File: config.mk
export PLATFORM = sky130hd
export DESIGN_NAME = clock_ce_manager
export DESIGN_NICKNAME = d
export VERILOG_FILES = /design/src/rtl/clock_ce_manager.sv
export SDC_FILE = /design/constraint.sdc
export NUM_CORES = 1
export LEC_CHECK = 0
export CAP_MARGIN = 0
export CORE_ASPECT_RATIO = 1.25
export CORE_MARGIN = 3
export CORE_UTILIZATION = 55
export CTS_BUF_LIST = sky130_fd_sc_hd__clkbuf_16
export CTS_CLUSTER_DIAMETER = 50
export DETAILED_ROUTE_END_ITERATION = 7
export GPL_ROUTABILITY_DRIVEN = 0
export GPL_TIMING_DRIVEN = 0
export PLACE_DENSITY_LB_ADDON = 0.25
export REMOVE_ABC_BUFFERS = 1
export SYNTH_ARGS = -nofsm -noshare
export SYNTH_HDL_FRONTEND = slang
export SYNTH_SLANG_ARGS = --single-unit
File: constraint.sdc
create_clock -name refclk -period 2.65 [get_ports refclk]
set_input_delay 0.53 -clock refclk [delete_from_list [all_inputs] [get_ports refclk]]
set_output_delay 0.53 -clock refclk [all_outputs]
set_load 0.01 [all_outputs]
File: src/rtl/clock_ce_manager.sv
// PLL lock supervisor: debounces pll_lock, sequences the domain reset and
// generates per-channel divided clock-enable strobes on the PLL clock.
module clock_ce_manager #(
  parameter int CHANNELS    = 2,
  parameter int DIV_W       = 8,
  parameter int LOCK_CYCLES = 1024,
  parameter int SYNC_STAGES = 2
) (
  input  logic                      refclk,
  input  logic                      reset,
  input  logic                      pll_lock,
  input  logic [CHANNELS*DIV_W-1:0] div,
  input  logic [CHANNELS*DIV_W-1:0] phase,
  input  logic [CHANNELS-1:0]       chan_en,
  input  logic                      clr_lost,
  output logic [CHANNELS-1:0]       ce,
  output logic                      rst_out_n,
  output logic                      locked,
  output logic                      lock_lost
);

  localparam int CNT_W = $clog2(LOCK_CYCLES + 1);

  typedef enum logic [1:0] {S_WAIT, S_COUNT, S_RUN} state_t;

  state_t                   state_q, state_d;
  logic [SYNC_STAGES-1:0]   sync_q, sync_d;
  logic [CNT_W-1:0]         lcnt_q, lcnt_d;
  logic                     rst_out_n_q, rst_out_n_d;
  logic                     locked_q, locked_d;
  logic                     lock_lost_q, lock_lost_d;
  logic [CHANNELS-1:0]      ce_q, ce_d;
  logic [CHANNELS-1:0]      act_q, act_d;
  logic [DIV_W-1:0]         cnt_q  [CHANNELS];
  logic [DIV_W-1:0]         cnt_d  [CHANNELS];
  logic [DIV_W-1:0]         deff_q [CHANNELS];
  logic [DIV_W-1:0]         deff_d [CHANNELS];

  logic lock_s;
  assign lock_s = sync_q[SYNC_STAGES-1];

  // Lock supervisor. The WAIT->COUNT edge already counts as the first
  // synchronised-high cycle, so RUN is entered on the LOCK_CYCLES-th one.
  always_comb begin
    sync_d      = {sync_q[SYNC_STAGES-2:0], pll_lock};
    state_d     = state_q;
    lcnt_d      = lcnt_q;
    rst_out_n_d = rst_out_n_q;
    locked_d    = locked_q;
    lock_lost_d = lock_lost_q;
    case (state_q)
      S_WAIT: begin
        lcnt_d      = '0;
        rst_out_n_d = 1'b0;
        locked_d    = 1'b0;
        if (lock_s) begin
          state_d = S_COUNT;
          lcnt_d  = CNT_W'(1);
        end
      end
      S_COUNT: begin
        if (!lock_s) begin
          state_d = S_WAIT;
          lcnt_d  = '0;
        end else if (lcnt_q == CNT_W'(LOCK_CYCLES - 1)) begin
          state_d     = S_RUN;
          lcnt_d      = '0;
          rst_out_n_d = 1'b1;
          locked_d    = 1'b1;
        end else begin
          lcnt_d = lcnt_q + CNT_W'(1);
        end
      end
      S_RUN: begin
        if (!lock_s) begin
          state_d     = S_WAIT;
          rst_out_n_d = 1'b0;
          locked_d    = 1'b0;
        end
      end
      default: state_d = S_WAIT;
    endcase
    // A fresh loss wins over a simultaneous clear.
    if (state_q == S_RUN && !lock_s) lock_lost_d = 1'b1;
    else if (clr_lost)               lock_lost_d = 1'b0;
  end

  // Channel dividers: act_q marks a channel that was already counting, so a
  // 0->1 change of act_d is the load event (RUN entry or chan_en rise).
  always_comb begin
    logic [DIV_W-1:0] dv;
    logic [DIV_W-1:0] ph;
    logic [DIV_W-1:0] dn;
    dv   = '0;
    ph   = '0;
    dn   = '0;
    ce_d  = '0;
    act_d = '0;
    for (int i = 0; i < CHANNELS; i++) begin
      cnt_d[i]  = cnt_q[i];
      deff_d[i] = deff_q[i];
      dv        = div[i*DIV_W +: DIV_W];
      ph        = phase[i*DIV_W +: DIV_W];
      dn        = (dv == '0) ? DIV_W'(1) : dv;
      act_d[i]  = (state_d == S_RUN) && chan_en[i];
      if (act_d[i] && !act_q[i]) begin
        deff_d[i] = dn;
        cnt_d[i]  = (ph < dn) ? ph : '0;
        ce_d[i]   = 1'b0;
      end else if (act_d[i]) begin
        if (cnt_q[i] == deff_q[i] - DIV_W'(1)) begin
          cnt_d[i]  = '0;
          ce_d[i]   = 1'b1;
          deff_d[i] = dn;
        end else begin
          cnt_d[i] = cnt_q[i] + DIV_W'(1);
          ce_d[i]  = 1'b0;
        end
      end else begin
        cnt_d[i] = '0;
        ce_d[i]  = 1'b0;
      end
    end
  end

  always_ff @(posedge refclk or negedge reset) begin
    if (!reset) begin
      sync_q      <= '0;
      state_q     <= S_WAIT;
      lcnt_q      <= '0;
      rst_out_n_q <= 1'b0;
      locked_q    <= 1'b0;
      lock_lost_q <= 1'b0;
      ce_q        <= '0;
      act_q       <= '0;
      for (int i = 0; i < CHANNELS; i++) begin
        cnt_q[i]  <= '0;
        deff_q[i] <= '0;
      end
    end else begin
      sync_q      <= sync_d;
      state_q     <= state_d;
      lcnt_q      <= lcnt_d;
      rst_out_n_q <= rst_out_n_d;
      locked_q    <= locked_d;
      lock_lost_q <= lock_lost_d;
      ce_q        <= ce_d;
      act_q       <= act_d;
      for (int i = 0; i < CHANNELS; i++) begin
        cnt_q[i]  <= cnt_d[i];
        deff_q[i] <= deff_d[i];
      end
    end
  end

  assign ce        = ce_q;
  assign rst_out_n = rst_out_n_q;
  assign locked    = locked_q;
  assign lock_lost = lock_lost_q;

endmodule

# Word level (Yosys, flattened, before mapping)
# Cells that the tools add are included.
# Widths: inputs -> output; s select.
dict set report totals {
  out_inout_bits 5
  regBits 53
  input_bits 38
}
dict set report op_classes {
  reduce_logical 21
  eq_ne 9
  n_mux 37
  order_cmp 2
  addsub 5
}
# operator count
set op_table {}
lappend op_table {{$mux 8} 16}
lappend op_table {{$mux 11} 2}
lappend op_table {{$pmux 11 s2} 1}
lappend op_table {{$add 8x1->8 const B} 2}
lappend op_table {{$eq 8x8->1} 2}
lappend op_table {{$logic_not 8->1} 2}
lappend op_table {{$lt 8x8->1} 2}
lappend op_table {{$sub 8x1->8 const B} 2}
lappend op_table {{$mux 1} 12}
lappend op_table {{$reduce_bool 2->1} 6}
lappend op_table {{$add 11x1->11 const B} 1}
lappend op_table {{$eq 11x10->1 const B} 1}
lappend op_table {{$mux 2} 4}
lappend op_table {{$ne 2x2->1 const B} 3}
lappend op_table {{$pmux 2 s3} 1}
lappend op_table {{$logic_and 1x1->1} 5}
lappend op_table {{$eq 2x2->1 const B} 2}
lappend op_table {{$reduce_and 2->1} 2}
lappend op_table {{$reduce_and 4->1} 1}
lappend op_table {{$logic_not 1->1} 3}
lappend op_table {{$pmux 1 s3} 1}
lappend op_table {{$reduce_bool 3->1} 1}
lappend op_table {{$eq 2x1->1 const B} 1}
lappend op_table {{$logic_not 2->1} 1}

# Longest topological paths before layout
dict set report logic_depth {
  ltp_word 9
  depth_mapped 9
  depth_no_buf 8
}

# Worst setup path after synthesis
# No wires, ideal clock.
dict set report synth_timing {
  path_kind {register to register}
  start {register deff_q[0] in the netlist's numbering}
  end {register deff_q[2] in the netlist's numbering}
  arrival_time_ns 2.204
  synth_period_minus_slack_ns 2.329
  t_required_ns 2.525
  setup_ns 0.125
  path_buffers 0
  path_stages_with_launch 7
  path_slack_ns 0.321
  cell_sequence {dfrtp_1 > or4_4 > a2111oi_4 > nor2_1 > a2111oi_4 > o21ai_4 > mux2_4}
}
dict set report synth_via {
  elab_chain_len 4
}
# element line_no
set synth_rtl {}
lappend synth_rtl {{start, declared} 36} ;# logic [DIV_W-1:0] deff_q [CHANNELS];
lappend synth_rtl {{start signal, assigned by index} 151} ;# deff_q[i] <= deff_d[i];
lappend synth_rtl {{$sub 8x1->8} 111} ;# if (cnt_q[i] == deff_q[i] - DIV_W'(1)) begin
lappend synth_rtl {{$eq 8x8->1} 111}
lappend synth_rtl {{$reduce_bool 2->1 (no source line)} -}
lappend synth_rtl {{$reduce_and 2->1 (no source line)} -}
# Every way passes these cells.
# A chain may end at the register's enable or synchronous reset.

# Worst setup path after layout
dict set report layout_timing {
  start {register deff_q[0] in the netlist's numbering}
  end {register deff_q[6] in the netlist's numbering}
}
# The elaborated chain is that of the path after synthesis.

==> impl_metrics.yaml <==
power_and_ir_drop:
  pwr_density_cell_nw_per_um2: 427
  power.leakage_nw: 1.84
  vdd_drop_max_mv: 0.378
  total_power_mw: 1.71
synthesis:
  ys_ff_latch: 53
  ys_seq_area_frac: 0.397
  yosys_warnings: 0
  synth.largest_area_cell: "dfrtp_1"
  ys_types: 54
  syn-cell-area_um2: 3340
  synth_area_leaders: "dfrtp_1 40%, ha_1 7.1%, xor2_1 5.0%"
  synthCells: 336
  synth_flop_cell: "dfrtp_1"
  synth_top_area_frac: 0.397
  async_reset_ff_frac: 1.00
  syn_avg_cell_area_um2: 9.93
  synth-edff-count: 0
clock_tree:
  clkSinkCount: 53
  cts_max_path_buffers: 2
  cts-hold-fix-buffers: 0
  cts_tree: "done"
  clk_latency_ns: 0.29
  path_clk_slew_ns: 0.07
  cts_root_buffer: "clkbuf_16"
  cts_buffers: 5
  h-tree-depth: 2
global_routing:
  grt_start_max_net_pins: 41
  grt_pass1_vias: 2554
  antenna_found_initial: 0
  overflow: 0
  grt_usage: 0.214
  grt_pass1_wl_mm: 11.7
detailed_routing:
  via_per_inst: 5.91
  ant_nets: 0
  drtPass1Iterations: 4
  vias: 2622
  drt_iter0_drc: 138
  drt-total-wl_mm: 7.01
  wire_per_inst_um: 15.8
  drcViolationCount: 0
sta:
  slew_violations: 0
  setup_viol: 0
  worstMarginPinSlew_ns: 0.557
  final-hold-violation-count: 0
  max_slew_margin: 0.625
  fin_crit_sh: 0.956
  min_period_ns: 2.53
  clock.fmax_mhz: 395
  final.setup_skew_ns: 0.00488
cells_and_area:
  layout.cells.most_common: "dfrtp_1"
  diodes: 0
  fin_area_um2: 4000
  final_layout_size_suffix_gt1_frac: 0.0741
  syn_to_final_growth_pct: 19.9
  stdcell_count: 444
  fin_util: 0.688
  layout_common_cells: "52 x dfrtp_1, 41 x clkdlybuf4s50_1, 35 x inv_1"
  nNetsFinal: 434
placed_design:
  dp.cells: 435
  place_area_um2: 3810
  port-buffer-count: 42
  dp_hpwl_mm: 5.30
setup_path:
  cp_slowest_cell: "or4_4"
  path_max_fanout: 7
  start_kind: "register"
  cp_cell_sequence: "or4_4 > a2111oi_4 > nor2_1 > a2111oi_4 > o21ai_4 > mux2_4"
  worstPathRequired_ns: 2.83
  crit_path_end_kind: "register"
  critical_path_class: "register to register"
  max_stage_delay_ns: 0.58
  crit_top_cell: "a2111oi_4"
  arrival_ns: 2.71
outcome:
  status: "finished, final reports clean"
worst_hold_path:
  worst_hold_path_type: "primary input to asynchronous set/reset pin"
floorplan:
  core_um2: 5820
  die_area_um2: 7040
  top_level_ports: 43
  fp.dieW_um: 75.7
  rows: 31
  die_h_um: 93.1
  start_util: 0.574
job:
  cap_violations: 0
synthesized netlist by cell type, types with 2 or more instances:
library cell and number:
nor2b_1 7, a21o_1 3, a41oi_1 2, and2_1 7, o41ai_1 2, a21oi_1 3, o21ai_0 17, o21a_1 2
nand2_1 16, nand4_1 7, a22o_1 2, mux2_1 5, nor4_1 4, inv_1 35, xnor2_1 14, mux2_4 6
o32ai_1 9, xor2_1 19, nor3_1 6, ha_1 19, clkbuf_1 9, nand3b_1 3, a2111oi_4 2, dfrtp_1 53
a21boi_1 2, nand2b_1 7, and4_1 2, a211oi_1 2, o2bb2ai_1 7, mux2i_1 4, nor2_1 18, nand3_1 14
and3_1 4, o31ai_1 4
sequential cells by signal (all words and copies together), names as in the netlist:
| register | count |
|---|---|
| cnt_q | 16 |
| ce | 2 |
| deff_q | 16 |
| act_q | 2 |
| state_q | 2 |
| locked | 1 |
| lcnt_q | 11 |
| lock_lost | 1 |
| sync_q | 2 |
routing by layer:
metal	vias to the layer above	part of all wire	GRT usage
li1	1281	-	-
met1	1278	0.42	0.269
met2	55	0.53	0.372
met3	8	0.035	0.0247
met4	0	0.016	0.0700
met5	-	0	0
through the flow:
step / hold slack (ns) / setup WS (ns) / setup TNS [ns]
2_1_floorplan: 0.234 / 0.321 / 0
4_1_cts: 0.142 / 0.0898 / 0
3_3_place_gp: 0.333 / -0.545 / -28.65
3_5_place_dp: 0.347 / -0.0588 / -0.305
5_1_grt: 0.153 / -0.0293 / -0.0293
6_report: 0.133 / 0.117 / 0
area by class of cell:
class / count / area [um^2]
multi-input cells: 238 / 1850
well taps: 66 / 82.6
clock inverters: 3 / 43.8
fillers: 462 / 1820
flip-flops and latches: 53 / 1330
inverters: 35 / 131
repair buffers: 44 / 443
clock buffers: 5 / 125
worst max-delay path: cells and delay by family, from the launching register on:
kind / cells / cell delay (ns)
AOI/OAI and AO/OA: 3 / 0.98
and+or+nand+nor: 2 / 0.69
DFF: 1 / 0.42
muxes: 1 / 0.33
what timing repair did:
| action | CTS | global route |
|---|---|---|
| gates resized for setup | 0 | 3 |
| setup buffers | 0 | 1 |
| setup endpoints to repair | 0 | 17 |
| hold endpoints to repair | 0 | 0 |
where the power goes:
part	total, mW	internal (mW)	switching [mW]
logic	0.148	0.0783	0.0695
clock network	0.744	0.448	0.296
registers	0.818	0.813	0.00562
total	1.71	1.34	0.371
path summary, 6_finish.rpt:
| path | startpoint | end | slack [ns] | depth (start not counted) |
|---|---|---|---|---|
| worst max-delay path | deff_q[0] | deff_q[6] | 0.12 | 6 |
| worst min-delay path | reset | deff_q[0] | 0.13 | 1 |
| worst max register to register | deff_q[0] | deff_q[6] | 0.12 | 6 |
| worst min register to register | sync_q[0] | sync_q[1] | 0.36 | 0 |
| max in group asynchronous | reset | cnt_q[15] | 2.01 | 2 |
| min in group refclk | sync_q[0] | sync_q[1] | 0.36 | 0 |
kinds of logic after synthesis:
family | synth area share
compound gates | 0.167
xor+xnor | 0.0866
fa+ha+maj | 0.0712
buf+inv | 0.0517
flops | 0.397
mux | 0.0592
simple gates | 0.167
No activity file was read; power rests on OpenSTA's default activity.
